[config.mk]
export PLATFORM = sky130hd
export DESIGN_NAME = ecg_uart_packetizer_flat
export DESIGN_NICKNAME = d
export VERILOG_FILES = /design/src/rtl/ecg_uart_packetizer_if.sv /design/src/rtl/ecg_uart_packetizer.sv /design/src/flat_wrapper.sv
export SDC_FILE = /design/constraint.sdc
export NUM_CORES = 1
export LEC_CHECK = 0
export CAP_MARGIN = 20
export CELL_PAD_IN_SITES_DETAIL_PLACEMENT = 0
export CELL_PAD_IN_SITES_GLOBAL_PLACEMENT = 2
export CORE_MARGIN = 2
export CORE_UTILIZATION = 46
export DETAILED_ROUTE_END_ITERATION = 16
export PLACE_DENSITY_LB_ADDON = 0.1
export SLEW_MARGIN = 20
export SYNTH_ARGS = -nofsm -noshare
export SYNTH_HDL_FRONTEND = slang
export SYNTH_SLANG_ARGS = --single-unit
[constraint.sdc]
create_clock -name clk -period 3.48 [get_ports clk]
set_input_delay 0.696 -clock clk [delete_from_list [all_inputs] [get_ports clk]]
set_output_delay 0.696 -clock clk [all_outputs]
set_load 0.02 [all_outputs]
[src/rtl/ecg_uart_packetizer_if.sv]
// Sample bus from the MCP3202 SPI master: 12-bit ADC word plus its data-valid level.
interface ecg_uart_packetizer_if;
    logic [11:0] data;
    logic        dv;

    modport master (output data, output dv);
    modport slave  (input  data, input  dv);
endinterface

[src/rtl/ecg_uart_packetizer.sv]
// Buffers ECG samples in a small FIFO and sends each one as a 2-byte 8N1 UART frame.
// Optional ECG_PKT_SEQ_EN embeds a 2-bit frame sequence number in bit 6 of both bytes.
module ecg_uart_packetizer #(
    parameter int FCLK       = 100_000_000,
    parameter int BAUD       = 115200,
    parameter int FIFO_DEPTH = 16
) (
    input  logic                          clk,
    input  logic                          rst_n,
    ecg_uart_packetizer_if.slave          adc,
    output logic                          tx,
    output logic                          busy,
    output logic                          overflow,
    output logic [$clog2(FIFO_DEPTH):0]   fifo_level
);
    localparam int CPB   = FCLK / BAUD;
    localparam int CNT_W = (CPB > 1) ? $clog2(CPB) : 1;
    localparam int AW    = $clog2(FIFO_DEPTH);

    localparam logic [CNT_W-1:0] CPB_M1 = CNT_W'(CPB - 1);

    typedef enum logic [2:0] {IDLE, LOAD, START, DATA, STOP} state_e;

    state_e            state_q, state_d;
    logic              tx_q, tx_d;
    logic [7:0]        shift_q, shift_d;
    logic [2:0]        bit_cnt_q, bit_cnt_d;
    logic [CNT_W-1:0]  baud_q, baud_d;
    logic              byte_idx_q, byte_idx_d;
    logic [5:0]        word_lo_q, word_lo_d;

    logic              dv_q;
    logic [AW-1:0]     wr_ptr_q, rd_ptr_q;
    logic [AW:0]       count_q;
    logic              overflow_q;
    logic [11:0]       mem_q [FIFO_DEPTH];

    logic              push, pop, wr_en, full, empty, baud_done;
    logic [11:0]       rd_data;
    logic              seq_hi, seq_lo;

    assign push    = adc.dv & ~dv_q;
    assign full    = (count_q == (AW+1)'(FIFO_DEPTH));
    assign empty   = (count_q == '0);
    // A full FIFO still accepts a sample when the same edge pops one.
    assign wr_en   = push & (~full | pop);
    assign rd_data = mem_q[rd_ptr_q];

    always_ff @(posedge clk) begin
        if (wr_en) begin
            mem_q[wr_ptr_q] <= adc.data;
        end
    end

    always_ff @(posedge clk or negedge rst_n) begin
        if (!rst_n) begin
            dv_q       <= 1'b0;
            wr_ptr_q   <= '0;
            rd_ptr_q   <= '0;
            count_q    <= '0;
            overflow_q <= 1'b0;
        end else begin
            dv_q <= adc.dv;
            if (wr_en) wr_ptr_q <= wr_ptr_q + AW'(1);
            if (pop)   rd_ptr_q <= rd_ptr_q + AW'(1);
            case ({wr_en, pop})
                2'b10:   count_q <= count_q + (AW+1)'(1);
                2'b01:   count_q <= count_q - (AW+1)'(1);
                default: count_q <= count_q;
            endcase
            if (push && full && !pop) overflow_q <= 1'b1;
        end
    end

`ifdef ECG_PKT_SEQ_EN
    logic [1:0] seq_q;
    logic       frame_seq_lo_q;

    // byte1 must carry the sequence value captured at LOAD, not the incremented one.
    always_ff @(posedge clk or negedge rst_n) begin
        if (!rst_n) begin
            seq_q          <= 2'd0;
            frame_seq_lo_q <= 1'b0;
        end else if (state_q == LOAD) begin
            seq_q          <= seq_q + 2'd1;
            frame_seq_lo_q <= seq_q[0];
        end
    end

    assign seq_hi = seq_q[1];
    assign seq_lo = frame_seq_lo_q;
`else
    assign seq_hi = 1'b0;
    assign seq_lo = 1'b0;
`endif

    always_ff @(posedge clk or negedge rst_n) begin
        if (!rst_n) begin
            state_q    <= IDLE;
            tx_q       <= 1'b1;
            shift_q    <= '0;
            bit_cnt_q  <= '0;
            baud_q     <= '0;
            byte_idx_q <= 1'b0;
            word_lo_q  <= '0;
        end else begin
            state_q    <= state_d;
            tx_q       <= tx_d;
            shift_q    <= shift_d;
            bit_cnt_q  <= bit_cnt_d;
            baud_q     <= baud_d;
            byte_idx_q <= byte_idx_d;
            word_lo_q  <= word_lo_d;
        end
    end

    // tx_d is the line level for the state being entered, so tx_q lines up with state_q.
    always_comb begin
        state_d    = state_q;
        tx_d       = tx_q;
        shift_d    = shift_q;
        bit_cnt_d  = bit_cnt_q;
        baud_d     = baud_q;
        byte_idx_d = byte_idx_q;
        word_lo_d  = word_lo_q;
        pop        = 1'b0;
        baud_done  = (baud_q == CPB_M1);

        case (state_q)
            IDLE: begin
                tx_d   = 1'b1;
                baud_d = '0;
                if (!empty) state_d = LOAD;
            end
            LOAD: begin
                pop        = 1'b1;
                word_lo_d  = rd_data[5:0];
                byte_idx_d = 1'b0;
                shift_d    = {1'b1, seq_hi, rd_data[11:6]};
                bit_cnt_d  = '0;
                baud_d     = '0;
                tx_d       = 1'b0;
                state_d    = START;
            end
            START: begin
                tx_d   = 1'b0;
                baud_d = baud_done ? '0 : baud_q + CNT_W'(1);
                if (baud_done) begin
                    state_d   = DATA;
                    tx_d      = shift_q[0];
                    bit_cnt_d = '0;
                end
            end
            DATA: begin
                tx_d   = shift_q[0];
                baud_d = baud_done ? '0 : baud_q + CNT_W'(1);
                if (baud_done) begin
                    if (bit_cnt_q == 3'd7) begin
                        state_d = STOP;
                        tx_d    = 1'b1;
                    end else begin
                        shift_d   = {1'b0, shift_q[7:1]};
                        tx_d      = shift_q[1];
                        bit_cnt_d = bit_cnt_q + 3'd1;
                    end
                end
            end
            STOP: begin
                tx_d   = 1'b1;
                baud_d = baud_done ? '0 : baud_q + CNT_W'(1);
                if (baud_done) begin
                    if (!byte_idx_q) begin
                        byte_idx_d = 1'b1;
                        shift_d    = {1'b0, seq_lo, word_lo_q};
                        tx_d       = 1'b0;
                        state_d    = START;
                    end else if (!empty) begin
                        state_d = LOAD;
                    end else begin
                        state_d = IDLE;
                    end
                end
            end
            default: state_d = IDLE;
        endcase
    end

    assign tx         = tx_q;
    assign busy       = (state_q != IDLE) | (count_q != '0);
    assign overflow   = overflow_q;
    assign fifo_level = count_q;
endmodule

[src/flat_wrapper.sv]
// flat-port wrapper written by rule: the top's interface ports become plain ports
module ecg_uart_packetizer_flat 
#(
    parameter int FCLK       = 100_000_000,
    parameter int BAUD       = 115200,
    parameter int FIFO_DEPTH = 16
)
  (clk, rst_n, tx, busy, overflow, fifo_level, adc_data, adc_dv);
  ecg_uart_packetizer_if adc_i ();
  input  logic clk;
  input  logic rst_n;
  output logic tx;
  output logic busy;
  output logic overflow;
  output logic [$clog2(FIFO_DEPTH):0] fifo_level;
  input wire logic [$bits(adc_i.data)-1:0] adc_data;
  input wire logic [$bits(adc_i.dv)-1:0] adc_dv;
  assign adc_i.data = adc_data;
  assign adc_i.dv = adc_dv;
  ecg_uart_packetizer #(.FCLK(FCLK), .BAUD(BAUD), .FIFO_DEPTH(FIFO_DEPTH)) u_core (.clk(clk), .rst_n(rst_n), .adc(adc_i), .tx(tx), .busy(busy), .overflow(overflow), .fifo_level(fifo_level));
endmodule
==> impl_metrics.toml <==
[floorplan]
ios = 23
initial_core_util_pct = 47.25
num_rows = 53
core_um2 = 21150
die_h_um = 151.4
die_x_um = 151.4
dieArea_um2 = 22930

[run]
maxCapViolCount = 0

[drt]
drc = 0
drt_iter0_drc = 344
met2_length_mm = 10.79
wl_met1_mm = 9.195
dr_total_vias = 5504
first_pass_iters = 6
wl_mm = 21.37
top_layer = "met4"
vias_per_cell = 5.698
route.met3.wl_um = 798
ant_nets = 0
routedWlPerCell_um = 22.13

[clocking]
root_buffer = "clkbuf_16"
cts.sinks = 239
clockBufferDepth = 3
cts_max_level = 1
post_cts_buffers = 0
worstSkewPairLatency_ns = 0.54
hold_buffers = 0
clkTransAtPathRegs_ns = 0.06
cts_tree = "yes"
cts_buffers = 26
cts_resized = 0

[timing]
skew_ns = 0.01331
tns_ns = 0
max_freq_mhz = 318.4
rsz0062_at_grt = "false"
whs_ns = 0.1823
setup_viol = 0
worst_slew_pin_slew_ns = 1.095
slew_headroom_pct = 26.97
slew_violations = 0
finalHoldViolations = 0
post-route-period-util_pct = 90.25
fin_crit_ns = 3.141

[grt]
grt-ovfl-total = 0
antenna_found_initial = 0
grt_pass1_wl_mm = 32.87
grt_pass1_vias = 5516
grt_max_degree = 40
grt_usage_pct = 19.45

[layout]
diodes = 0
drive_gt1_share_pct = 16.35
finalInstanceArea_um2 = 11510
area_delta_synth_final_pct = 15.16
fin_nets = 697
fill_cells = 1699

[setup_path]
crit_path_start_kind = "register"
crit_arrival_ns = 2.44
r2r_slack_ns = 0.76
reg2reg_to = "u_core.fifo_level[4]"
cp.required_ns = 2.78
path_max_fanout = 8
path_class = "register to output pin"
endpoint_kind = "output pin"
r2r-start = "u_core.fifo_level[1]"
ff2ff_path_depth = 10

[logic_synthesis]
synth_nets = 653
async_flop_share_pct = 19.67
synth_cell_types = 57
synth_top_area_share_pct = 57.68
synthCells = 627
synthFlopType = "edfxtp_1"
synth_area_um2 = 9996
synth.most_common_cell = "edfxtp_1"
synth_common_cells = "edfxtp_1 (192), mux2i_1 (59), dfrtp_1 (46), nand2_1 (37), a22oi_1 (33)"
synth.area.top_cells = "edfxtp_1 (58%), dfrtp_1 (12%), mux2i_1 (5.9%)"
yosysSeqAreaShare_pct = 69.46
syn_area_per_cell_um2 = 15.94
synth_largest_area_cell = "edfxtp_1"
synth_edf_count = 192
synth_seq_cells = 239
synth.yosys.warnings = 0

[placed_design]
place.gp.congestion = 0.7721
portBuffers = 22
dpl-instance-area_um2 = 10620
post-dp-hpwl_mm = 13.54

[power]
power_mw = 8.864
peakVddDrop_uv = 437.7
cellLeakagePower_nw = 4.086
p_per_area_nw_per_um2 = 770.0

[run_status]
outcome = "completed"

[min_path]
hp-class = "input port to asynchronous set/reset pin"
power by group:
group	total [mW]	leakage (nW)	internal (mW)	switching, mW
combinational	2.13	1.34	1.03	1.10
sequential	3.89	2.31	3.41	0.481
clock	2.85	0.435	1.74	1.10
total	8.86	4.09	6.18	2.68
per-stage QoR:
stage          setup WS, ns  std cells  util [%]
2_1_floorplan        0.5211        627         -
3_3_place_gp         0.4098        918     50.18
3_5_place_dp         0.3475        918     50.18
4_1_cts              0.2695        966     54.42
5_1_grt              0.1941        966     54.42
6_report             0.3393        966     54.42
cell families after synthesis:
group / share of synthesized area, %
adder cells (fa/ha/maj): 1.377
multiplexers: 11.54
AO/OA/AOI/OAI: 7.486
flip-flops: 69.46
buffers and inverters: 2.353
XOR/XNOR: 1.139
AND/OR/NAND/NOR: 6.647
worst max-delay path by stage:
stage | slack (ns) | start | endpoint | cells past startpoint
6_report | 0.34 | u_core.fifo_level[1] | busy | 4
5_1_grt | 0.19 | u_core.fifo_level[1] | busy | 4
4_1_cts | 0.27 | u_core.fifo_level[1] | busy | 4
3_5_place_dp | 0.35 | adc_dv | u_core.fifo_level[3] | 10
3_3_place_gp | 0.41 | adc_dv | u_core.fifo_level[3] | 10
2_1_floorplan | 0.52 | u_core.state_q[1] | u_core.mem_q[3][0] | 6
per-layer routing:
layer,vias to the layer above,global-route usage [%]
li1,2527,-
met1,2821,25.57
met2,119,33.78
met3,37,2.741
met4,0,5.701
met5,-,0
area by class of cell:
class                      instances  area [um^2]  area share, %
sequential                       239         6945          60.34
multi-input combinational        341         2863          24.87
inverter                          16        60.06         0.5217
clock buffer                      31        669.4          5.815
tap                              275        344.1          2.989
clock inverter                    17        226.5          1.967
timing repair buffer              47        402.9          3.500
sequential cells by signal (all words and copies together), names as in the netlist:
signal and flops:
u_core.word_lo_q 6, u_core.tx 1, u_core.fifo_level 5, u_core.byte_idx_q 1, u_core.state_q 3, u_core.mem_q 192, u_core.overflow 1, u_core.shift_q 8
u_core.dv_q 1, u_core.wr_ptr_q 4, u_core.baud_q 10, u_core.rd_ptr_q 4, u_core.bit_cnt_q 3
layout by cell type, fill, tap and decap left out, types with 11 or more instances in the layout:
| cell | instances |
|---|---|
| a22oi_1 | 33 |
| buf_4 | 25 |
| clkbuf_16 | 26 |
| clkdlybuf4s50_1 | 21 |
| dfrtp_1 | 44 |
| edfxtp_1 | 192 |
| ha_1 | 11 |
| inv_1 | 14 |
| mux2i_1 | 59 |
| mux4_2 | 22 |
| nand2_1 | 37 |
| nand3_1 | 19 |
| nor2_1 | 24 |
| o21ai_0 | 22 |
critical path: stages, from the launching register on:
cell	delay (ns)
dfrtp_1	0.47
nor4_2	0.50
nor2b_1	0.31
nand2_1	0.08
clkdlybuf4s50_1	0.54
Note: power is estimated with default switching activity, not from simulation.
